## src/rtl/dsconv1_stream_ctrl_if.sv

```systemverilog
// Control-plane bundle between the conv-stage sequencer and its surroundings:
// weight byte stream, register-file writes, pixel stream and window output.
interface dsconv1_stream_ctrl_if;
    logic       start;
    logic       reload;
    logic       wt_valid;
    logic [7:0] wt_data;
    logic       wt_ready;
    logic       wt_we;
    logic [4:0] wt_addr;
    logic [7:0] wt_wdata;
    logic       pix_valid;
    logic       pix_ready;
    logic       shift_en;
    logic       win_valid;
    logic       out_ready;
    logic [4:0] out_row;
    logic [4:0] out_col;
    logic       wts_loaded;
    logic       busy;
    logic       frame_done;

    modport master (
        output start, reload, wt_valid, wt_data, pix_valid, out_ready,
        input  wt_ready, wt_we, wt_addr, wt_wdata, pix_ready, shift_en,
               win_valid, out_row, out_col, wts_loaded, busy, frame_done
    );

    modport slave (
        input  start, reload, wt_valid, wt_data, pix_valid, out_ready,
        output wt_ready, wt_we, wt_addr, wt_wdata, pix_ready, shift_en,
               win_valid, out_row, out_col, wts_loaded, busy, frame_done
    );
endinterface

```

## src/rtl/dsconv1_stream_ctrl.sv

```systemverilog
// Sequencer for the first depthwise-separable conv stage: weight load,
// raster pixel intake, interior-window tagging and frame completion.
//
// state  | meaning
// IDLE   | waiting for start
// LOAD_W | streaming N_WT weight/bias bytes into the datapath reg file
// RUN    | accepting pixels, emitting windows
// DRAIN  | last pixel taken, waiting for the final window to be consumed
module dsconv1_stream_ctrl #(
    parameter int IMG_W = 28,
    parameter int IMG_H = 28,
    parameter int K     = 5,
    parameter int N_WT  = 31
) (
    input  logic                  clk,
    input  logic                  rst_n,
    dsconv1_stream_ctrl_if.slave  bus
);
    localparam logic [4:0] KM1      = 5'(K - 1);
    localparam logic [4:0] LAST_COL = 5'(IMG_W - 1);
    localparam logic [4:0] LAST_ROW = 5'(IMG_H - 1);
    localparam logic [4:0] LAST_WT  = 5'(N_WT - 1);

    typedef enum logic [1:0] {IDLE, LOAD_W, RUN, DRAIN} state_t;

    state_t     state, state_nxt;
    logic [4:0] row, col, wt_cnt;
    logic       wts_loaded, win_valid, frame_done, wt_we;
    logic [4:0] wt_addr, out_row, out_col;
    logic [7:0] wt_wdata;
    logic       wt_ready, pix_ready;
    logic       wt_hs, pix_hs, last_pix, interior, need_load;

    assign wt_hs     = bus.wt_valid && wt_ready;
    assign pix_hs    = bus.pix_valid && pix_ready;
    assign last_pix  = (row == LAST_ROW) && (col == LAST_COL);
    assign interior  = (row >= KM1) && (col >= KM1);
    assign need_load = bus.reload || !wts_loaded;

    always_comb begin
        state_nxt = state;
        wt_ready  = 1'b0;
        pix_ready = 1'b0;
        case (state)
            IDLE: begin
                if (bus.start)
                    state_nxt = need_load ? LOAD_W : RUN;
            end
            LOAD_W: begin
                wt_ready = 1'b1;
                if (bus.wt_valid && wt_cnt == LAST_WT)
                    state_nxt = RUN;
            end
            RUN: begin
                // a stalled window blocks intake so the line buffer stays aligned
                pix_ready = !(win_valid && !bus.out_ready);
                if (bus.pix_valid && pix_ready && last_pix)
                    state_nxt = DRAIN;
            end
            DRAIN: begin
                if (!win_valid || bus.out_ready)
                    state_nxt = IDLE;
            end
            default: state_nxt = IDLE;
        endcase
    end

    always_ff @(posedge clk) begin
        if (!rst_n) begin
            state      <= IDLE;
            row        <= '0;
            col        <= '0;
            wt_cnt     <= '0;
            wts_loaded <= 1'b0;
            win_valid  <= 1'b0;
            frame_done <= 1'b0;
            wt_we      <= 1'b0;
            wt_addr    <= '0;
            wt_wdata   <= '0;
            out_row    <= '0;
            out_col    <= '0;
        end else begin
            state      <= state_nxt;
            wt_we      <= 1'b0;
            frame_done <= 1'b0;
            case (state)
                IDLE: begin
                    if (bus.start) begin
                        row    <= '0;
                        col    <= '0;
                        wt_cnt <= '0;
                        if (need_load)
                            wts_loaded <= 1'b0;
                    end
                end
                LOAD_W: begin
                    if (wt_hs) begin
                        wt_we    <= 1'b1;
                        wt_addr  <= wt_cnt;
                        wt_wdata <= bus.wt_data;
                        if (wt_cnt == LAST_WT) begin
                            wt_cnt     <= '0;
                            wts_loaded <= 1'b1;
                        end else begin
                            wt_cnt <= wt_cnt + 5'd1;
                        end
                    end
                end
                RUN: begin
                    if (pix_hs) begin
                        if (last_pix) begin
                            row <= '0;
                            col <= '0;
                        end else if (col == LAST_COL) begin
                            col <= '0;
                            row <= row + 5'd1;
                        end else begin
                            col <= col + 5'd1;
                        end
                    end
                end
                DRAIN: begin
                    if (!win_valid || bus.out_ready)
                        frame_done <= 1'b1;
                end
                default: ;
            endcase

            // window register: a new interior pixel replaces a consumed window in place
            if (pix_hs && interior) begin
                win_valid <= 1'b1;
                out_row   <= row - KM1;
                out_col   <= col - KM1;
            end else if (bus.out_ready) begin
                win_valid <= 1'b0;
            end
        end
    end

    assign bus.wt_ready   = wt_ready;
    assign bus.pix_ready  = pix_ready;
    assign bus.shift_en   = pix_hs;
    assign bus.wt_we      = wt_we;
    assign bus.wt_addr    = wt_addr;
    assign bus.wt_wdata   = wt_wdata;
    assign bus.win_valid  = win_valid;
    assign bus.out_row    = out_row;
    assign bus.out_col    = out_col;
    assign bus.wts_loaded = wts_loaded;
    assign bus.busy       = (state != IDLE);
    assign bus.frame_done = frame_done;
endmodule

```

## src/flat_wrapper.sv

```systemverilog
// flat-port wrapper written by rule: the top's interface ports become plain ports
module dsconv1_stream_ctrl_flat 
#(
    parameter int IMG_W = 28,
    parameter int IMG_H = 28,
    parameter int K     = 5,
    parameter int N_WT  = 31
)
  (clk, rst_n, bus_start, bus_reload, bus_wt_valid, bus_wt_data, bus_pix_valid, bus_out_ready, bus_wt_ready, bus_wt_we, bus_wt_addr, bus_wt_wdata, bus_pix_ready, bus_shift_en, bus_win_valid, bus_out_row, bus_out_col, bus_wts_loaded, bus_busy, bus_frame_done);
  dsconv1_stream_ctrl_if bus_i ();
  input  logic clk;
  input  logic rst_n;
  input wire logic [$bits(bus_i.start)-1:0] bus_start;
  input wire logic [$bits(bus_i.reload)-1:0] bus_reload;
  input wire logic [$bits(bus_i.wt_valid)-1:0] bus_wt_valid;
  input wire logic [$bits(bus_i.wt_data)-1:0] bus_wt_data;
  input wire logic [$bits(bus_i.pix_valid)-1:0] bus_pix_valid;
  input wire logic [$bits(bus_i.out_ready)-1:0] bus_out_ready;
  output wire logic [$bits(bus_i.wt_ready)-1:0] bus_wt_ready;
  output wire logic [$bits(bus_i.wt_we)-1:0] bus_wt_we;
  output wire logic [$bits(bus_i.wt_addr)-1:0] bus_wt_addr;
  output wire logic [$bits(bus_i.wt_wdata)-1:0] bus_wt_wdata;
  output wire logic [$bits(bus_i.pix_ready)-1:0] bus_pix_ready;
  output wire logic [$bits(bus_i.shift_en)-1:0] bus_shift_en;
  output wire logic [$bits(bus_i.win_valid)-1:0] bus_win_valid;
  output wire logic [$bits(bus_i.out_row)-1:0] bus_out_row;
  output wire logic [$bits(bus_i.out_col)-1:0] bus_out_col;
  output wire logic [$bits(bus_i.wts_loaded)-1:0] bus_wts_loaded;
  output wire logic [$bits(bus_i.busy)-1:0] bus_busy;
  output wire logic [$bits(bus_i.frame_done)-1:0] bus_frame_done;
  assign bus_i.start = bus_start;
  assign bus_i.reload = bus_reload;
  assign bus_i.wt_valid = bus_wt_valid;
  assign bus_i.wt_data = bus_wt_data;
  assign bus_i.pix_valid = bus_pix_valid;
  assign bus_i.out_ready = bus_out_ready;
  assign bus_wt_ready = bus_i.wt_ready;
  assign bus_wt_we = bus_i.wt_we;
  assign bus_wt_addr = bus_i.wt_addr;
  assign bus_wt_wdata = bus_i.wt_wdata;
  assign bus_pix_ready = bus_i.pix_ready;
  assign bus_shift_en = bus_i.shift_en;
  assign bus_win_valid = bus_i.win_valid;
  assign bus_out_row = bus_i.out_row;
  assign bus_out_col = bus_i.out_col;
  assign bus_wts_loaded = bus_i.wts_loaded;
  assign bus_busy = bus_i.busy;
  assign bus_frame_done = bus_i.frame_done;
  dsconv1_stream_ctrl #(.IMG_W(IMG_W), .IMG_H(IMG_H), .K(K), .N_WT(N_WT)) u_core (.clk(clk), .rst_n(rst_n), .bus(bus_i));
endmodule
```

## config.mk

```make
export PLATFORM = sky130hd
export DESIGN_NAME = dsconv1_stream_ctrl_flat
export DESIGN_NICKNAME = d
export VERILOG_FILES = /design/src/rtl/dsconv1_stream_ctrl_if.sv /design/src/rtl/dsconv1_stream_ctrl.sv /design/src/flat_wrapper.sv
export SDC_FILE = /design/constraint.sdc
export NUM_CORES = 1
export LEC_CHECK = 0
export ABC_AREA = 1
export BUFFER_PORTS_ARGS = -buffer_cell sky130_fd_sc_hd__buf_2
export CAP_MARGIN = 40
export CELL_PAD_IN_SITES_DETAIL_PLACEMENT = 0
export CELL_PAD_IN_SITES_GLOBAL_PLACEMENT = 2
export CORE_MARGIN = 2
export CORE_UTILIZATION = 34
export CTS_BUF_LIST = sky130_fd_sc_hd__clkbuf_8
export DETAILED_ROUTE_END_ITERATION = 7
export PLACE_DENSITY = 0.92
export SLEW_MARGIN = 15
export SYNTH_ARGS = -nofsm -noshare
export SYNTH_HDL_FRONTEND = slang
export SYNTH_SLANG_ARGS = --single-unit
```

## constraint.sdc

```tcl
create_clock -name clk -period 2.9 [get_ports clk]
set_input_delay 0.29 -clock clk [delete_from_list [all_inputs] [get_ports clk]]
set_output_delay 0.29 -clock clk [all_outputs]
set_load 0.05 [all_outputs]
```

==> run metrics, run 1 <==
DRC=0; fmax=0.5393 GHz; Seq cells post-synth=44; WL per Instance=11.92 um; CP Class=reg2out; Mapped Avg Cell Area=7.304 sq um; depth of the CTS H-tree=2; cts hold-fix bufs=0; total chip power=2089 uW; Syn Inst Count=302; port bufs=45; HPWL after DPL=3749 um; Layout area overhead=18.43%; Clock Path Buffers=2; Critical Path RT=2.61 ns; Post-Syn Nets=335; post-layout net count=380; Via Count=1944; maximum VDD drop=0.4113 mV; setup TNS=0 ns; first-pass GRT wire length=8666 um; clk_lat worst skew=0.30 ns; GRT overflow=0; total track usage=14.92%; ratio of cells with drive above 1 in the final layout=19.25%; post-synth cell types=28; Syn Std Cell Area=2206 sq um; CTS root buf=clkbuf_8; Die Width=84.55 um; CP Data Arrival Time=1.56 ns; initial antenna violation count=0; startpoint types=flip-flop; Final setup viols=0; initial detailed-routing violation count=75; worst hold path class=in2reg; Pwr Density=799.5 nW/um^2; yosys warns=0; Final min period=1.854 ns; Rows=29; die footprint=7148 sq um; Starting Density=34.94%; Seq/Total Area, Yosys=39.93%; CTS buffer count=5; GPL Wtd Cong=0.8047; Slew Viols, Final=0; Core Box Area=6314 sq um; Slew headroom=62.17%; Max Clock Skew=0.01037 ns; worst slew pin tran=0.5675 ns; post-CTS sizing=0; 1st-pass router iterations=4; RSZ-0062 raised after global routing=false; crit share post-route=63.94%; worst hold margin=0.2428 ns; crit-path cells=inv_1 -> ha_1 -> inv_2 -> nor2_4 -> buf_2; antenna viol nets, final=0; most common cell after layout, fill and taps aside=nor2_1; Vias/cell=4.574; Ant. Diodes=0; # IOs=46; Die Height=84.55 um; clock-pin slew on the worst setup and hold paths=0.09 ns; clk sinks=44; most frequent cells in the layout=nor2_1 (69), nand2_1 (52), buf_2 (45); Post-Route WL=5066 um; postcts setup bufs=0; vias in the first global route=1873; critical path's largest stage delay=0.35 ns; largest net degree at the start of global routing=36; post-layout util=41.38%; Finished Cell Area=2613 sq um; status=finished clean; CP bufs+invs=3; delay-heaviest family, CP=buffers and inverters; Worst setup EP type=output pin; CP max FO=7; CTS tree=done; max_cap viols=0; CP max-delay cell=dfxtp_1; Lkg Pwr=0.001241 uW; Hold Vio Cnt, Final=0; area of placed instances=2491 sq um
## flip-flops by register name, indices dropped and copies added, names as in the netlist
register / flops
u_core.bus.out_row: 5
u_core.bus.win_valid: 1
u_core.row: 5
u_core.bus.wts_loaded: 1
u_core.bus.frame_done: 1
u_core.bus.out_col: 5
u_core.col: 5
u_core.wt_cnt: 5
u_core.bus.wt_wdata: 8
u_core.state: 2
u_core.bus.wt_we: 1
u_core.bus.wt_addr: 5
## worst paths after layout
kind,from,end,slack (ns),cells after the start
worst max-delay path,u_core.state[0]$_SDFFE_PN0P_,bus_shift_en,1.05,5
worst min-delay path,bus_wt_data[2],u_core.bus.wt_wdata[2]$_SDFFE_PN0P_,0.24,3
worst max register to register,u_core.state[1]$_SDFFE_PN0P_,u_core.bus.wt_addr[2]$_SDFFE_PN0P_,1.08,6
worst min register to register,u_core.bus.wt_wdata[3]$_SDFFE_PN0P_,u_core.bus.wt_wdata[3]$_SDFFE_PN0P_,0.49,2
## power breakdown
part | internal (uW) | leakage (uW) | switching [uW]
logic | 226 | 0.000823 | 626
clock network | 282 | 0.0000614 | 218
registers | 679 | 0.000357 | 57.1
## cells by family (layout without fill, tap and decap cells)
logic type / Yosys count / in the layout / share of synthesized area (%)
simple gates: 151 / 151 / 30.18
xor+xnor: 5 / 5 / 1.985
compound gates: 43 / 43 / 10.27
flops: 44 / 44 / 39.93
fa+ha+maj: 18 / 18 / 10.21
buf+inv: 41 / 87 / 7.430
## stage by stage
| stage | instances | worst slack [ns] |
|---|---|---|
| CTS | 425 | 1.027 |
| finish | 425 | 1.046 |
| detailed placement | 417 | 1.105 |
| floorplan | 302 | 1.183 |
| global placement | 417 | 1.165 |
| global route | 425 | 0.8645 |
## tightest hold or removal path, cell delays in order
cell and delay [ns]:
buf_2 0.07, o21ai_0 0.07, nor2_1 0.08
## cells in the mapped netlist, drive strengths merged
master	n	area share, %
dfxtp	44	40
nor3	1	0.23
inv	34	5.8
o211ai	1	0.34
nand3b	1	0.34
ha	18	10
a21oi	11	2.7
nand4	7	2.0
clkbuf	5	0.91
o21ai	29	6.6
xnor2	1	0.40
buf	2	0.74
nor2	73	14
xor2	4	1.6
nand2	55	9.9
nand3	14	3.7
o21a	2	0.68
## cell type report
| cell class | count | area [sq um] |
|---|---|---|
| clock buffer | 6 | 82.58 |
| inverter | 34 | 127.6 |
| multi-input combinational | 217 | 1161 |
| clock inverter | 2 | 38.79 |
| tap | 77 | 96.34 |
| sequential | 44 | 880.8 |
| fill | 685 | 3701 |
| timing repair buffer | 45 | 225.2 |
## metal layers
metal,routed length [um],track usage (%),up-vias
met5,0,0,-
met4,75,5.195,0
met3,224,3.343,6
met2,2200,23.26,32
met1,2565,20.35,860
li1,-,-,1046
(Power assumes the default switching activity.)
==> run 2, diff against run 1 <==
- CORE_UTILIZATION: 34 -> 28
- PLACE_DENSITY: 0.92 -> 0.82
- clock period: 2.9 -> 1.6 ns (I/O delays scaled with it)
==> run 2 against run 1 <==
  * Cell count up 9.6%
  * Utilization down 4.6 points
  * Largest cell class unchanged
  * Highest routed layer unchanged
  * Critical path depth unchanged
  * Sequential share of layout area down 2.4 points
  * Critical endpoint is now bus_pix_ready
  * Critical path type unchanged
  * Worst setup slack worse by 1.0 ns
  * Clock power up 98%
  * Total power up 95%
  * Hold slack worse by 0.13 ns
==> run metrics, run 2 (same netlist as run 1, synthesis figures left out) <==
# fillers=868; CTS buffer count=5; M3 GR Usage=2.522%; Worst Setup Slack, final=0.02941 ns; Top reg by flops=u_core.bus.wt_wdata; Lkg Pwr=0.001331 uW; Slew headroom=77.35%; switch share=40.97%; WL per Instance=11.43 um; clk_lat worst skew=0.29 ns; CP Data Arrival Time=1.41 ns; Via Count=2005; Post-Route WL=5326 um; Worst Hold Endpoint=u_core.bus.wt_wdata[1]$_SDFFE_PN0P_; crit share post-route=98.16%; Layout area overhead=28.30%; depth of the CTS H-tree=2; largest net degree at the start of global routing=18; Core Box Area=7687 sq um; GPL Wtd Cong=0.8020; startpoint types=flip-flop; dpl cells=458; RSZ-0062 raised after global routing=true; Hold Startpoint=bus_wt_data[1]; hold path cells=3; CP max FO=7; initial antenna violation count=0; antenna viol nets, final=0; most common cell after layout, fill and taps aside=nor2_1; Clk network pwr share=24.4%; Finished Cell Area=2830 sq um; DRC=0; fmax=0.6367 GHz; ratio of cells with drive above 1 in the final layout=26.65%; Hold Vio Cnt, Final=0; total track usage=13.27%; maximum VDD drop=0.3928 mV; post-layout net count=397; met1 Use GR=16.03%; CP Class=reg2out; Max Clock Skew=0.006314 ns; Starting Density=28.69%; # IOs=46; vias in the first global route=2003; Net Sw Power=1667 uW; 1st-pass router iterations=4; GRT overflow=0; final std cells w/o fill=466; Ant. Diodes=0; Die Width=92.76 um; CTS root buf=clkbuf_8; die footprint=8604 sq um; Comb power frac=42.8%; port bufs=45; Int Pwr=2402 uW; sequential share of power=32.8%; status=finished clean; Final setup viols=0; Clock Path Buffers=2; met2 usage=23.67%; clock-pin slew on the worst setup and hold paths=0.08 ns; CTS tree=done; Die Height=92.76 um; area of placed instances=2646 sq um; Most Used Layer, Global Route=met2; first-pass GRT wire length=9156 um; R2R depth=9; worst hold path class=in2reg; Worst setup EP type=output pin; initial detailed-routing violation count=60; Vias/cell=4.303; Slew Viols, Final=0; RR Startpoint=u_core.state[1]$_SDFFE_PN0P_; Worst R2R Setup Slack=0.09 ns; cts hold-fix bufs=0; Rows=32; setup TNS=0 ns; Final min period=1.571 ns; max reg flops=8; HPWL after DPL=4160 um; most frequent cells in the layout=nor2_1 (66), nand2_1 (48), buf_2 (42); RR Endpoint=u_core.col[4]$_SDFFE_PN0P_; worst slew pin tran=0.3393 ns; max_cap viols=0; Critical Path RT=1.44 ns; Pwr Density=1438 nW/um^2; post-place setup slack=0.01524 ns; clk sinks=44
==> run 2: cell count changes in the layout (fill, tap and decap cells not counted), moves of 2 or more <==
cell	delta
buf_6	+2
nand2_2	+4
ha_1	-2
dfxtp_1	-5
nand2_1	-4
ha_2	+2
nor2_2	+2
nor2_1	-3
buf_4	+18
buf_2	-3
dfxtp_2	+5
==> run 2: power groups by stage <==
stage	clock [uW]	combinational, uW	sequential [uW]
6_report	991	1740	1330
5_1_grt	1070	1940	1360
4_1_cts	1030	1720	1330
3_5_place_dp	0	1660	1350
3_3_place_gp	0	1660	1350
2_1_floorplan	0	939	1630
==> run 2: timing repair <==
| item | in CTS | in global routing |
|---|---|---|
| resized for setup | 6 | 13 |
| buffers inserted | 1 | 0 |
| endpoints found under the setup margin | 4 | 26 |
| pin swaps | 1 | 2 |
==> run 2: worst max-delay path, stage by stage, from the launching register on <==
cell,delay [ns]
dfxtp_2,0.32
inv_1,0.08
ha_2,0.26
inv_2,0.07
nor2_1,0.19
buf_6,0.19
==> run 2: area by class of cell <==
class / instances / area (sq um) / area share, %
multi-input combinational: 217 / 1189 / 42.00
sequential: 44 / 887.1 / 31.34
timing repair buffer: 62 / 367.9 / 13.00
inverter: 34 / 130.1 / 4.598
tap: 102 / 127.6 / 4.509
clock buffer: 5 / 68.82 / 2.431
clock inverter: 2 / 60.06 / 2.122
==> run 2: per-stage QoR <==
step                utilization, %  hold WS (ns)  total power [uW]
finish                       36.82        0.1147              4069
global route                 36.82        0.1205              4375
detailed placement           34.42        0.4182              3017
CTS                          36.39        0.1080              4083
global placement             34.42        0.4107              3009
floorplan                        -        0.3239              2573
==> run 2: how the worst max path moves through the flow <==
stage / from / to / slack (ns) / depth (start not counted)
floorplan: u_core.state[0]$_SDFFE_PN0P_ / u_core.wt_cnt[4]$_SDFFE_PN0P_ / 0.003 / 7
global placement: u_core.col[0]$_SDFFE_PN0P_ / u_core.bus.out_row[0]$_SDFFE_PN0P_ / 0.07 / 8
detailed placement: u_core.state[1]$_SDFFE_PN0P_ / u_core.col[4]$_SDFFE_PN0P_ / 0.02 / 9
CTS: u_core.state[0]$_SDFFE_PN0P_ / bus_pix_ready / 0.009 / 5
global route: u_core.state[0]$_SDFFE_PN0P_ / bus_pix_ready / -0.06 / 5
finish: u_core.state[0]$_SDFFE_PN0P_ / bus_pix_ready / 0.03 / 5
==> run 2: per-layer routing <==
metal	part of all wire, %	vias to the layer above	routed length [um]
li1	-	1073	-
met5	0	-	0
met2	48	30	2576
met4	1.1	0	61
met1	47	898	2508
met3	3.4	4	180
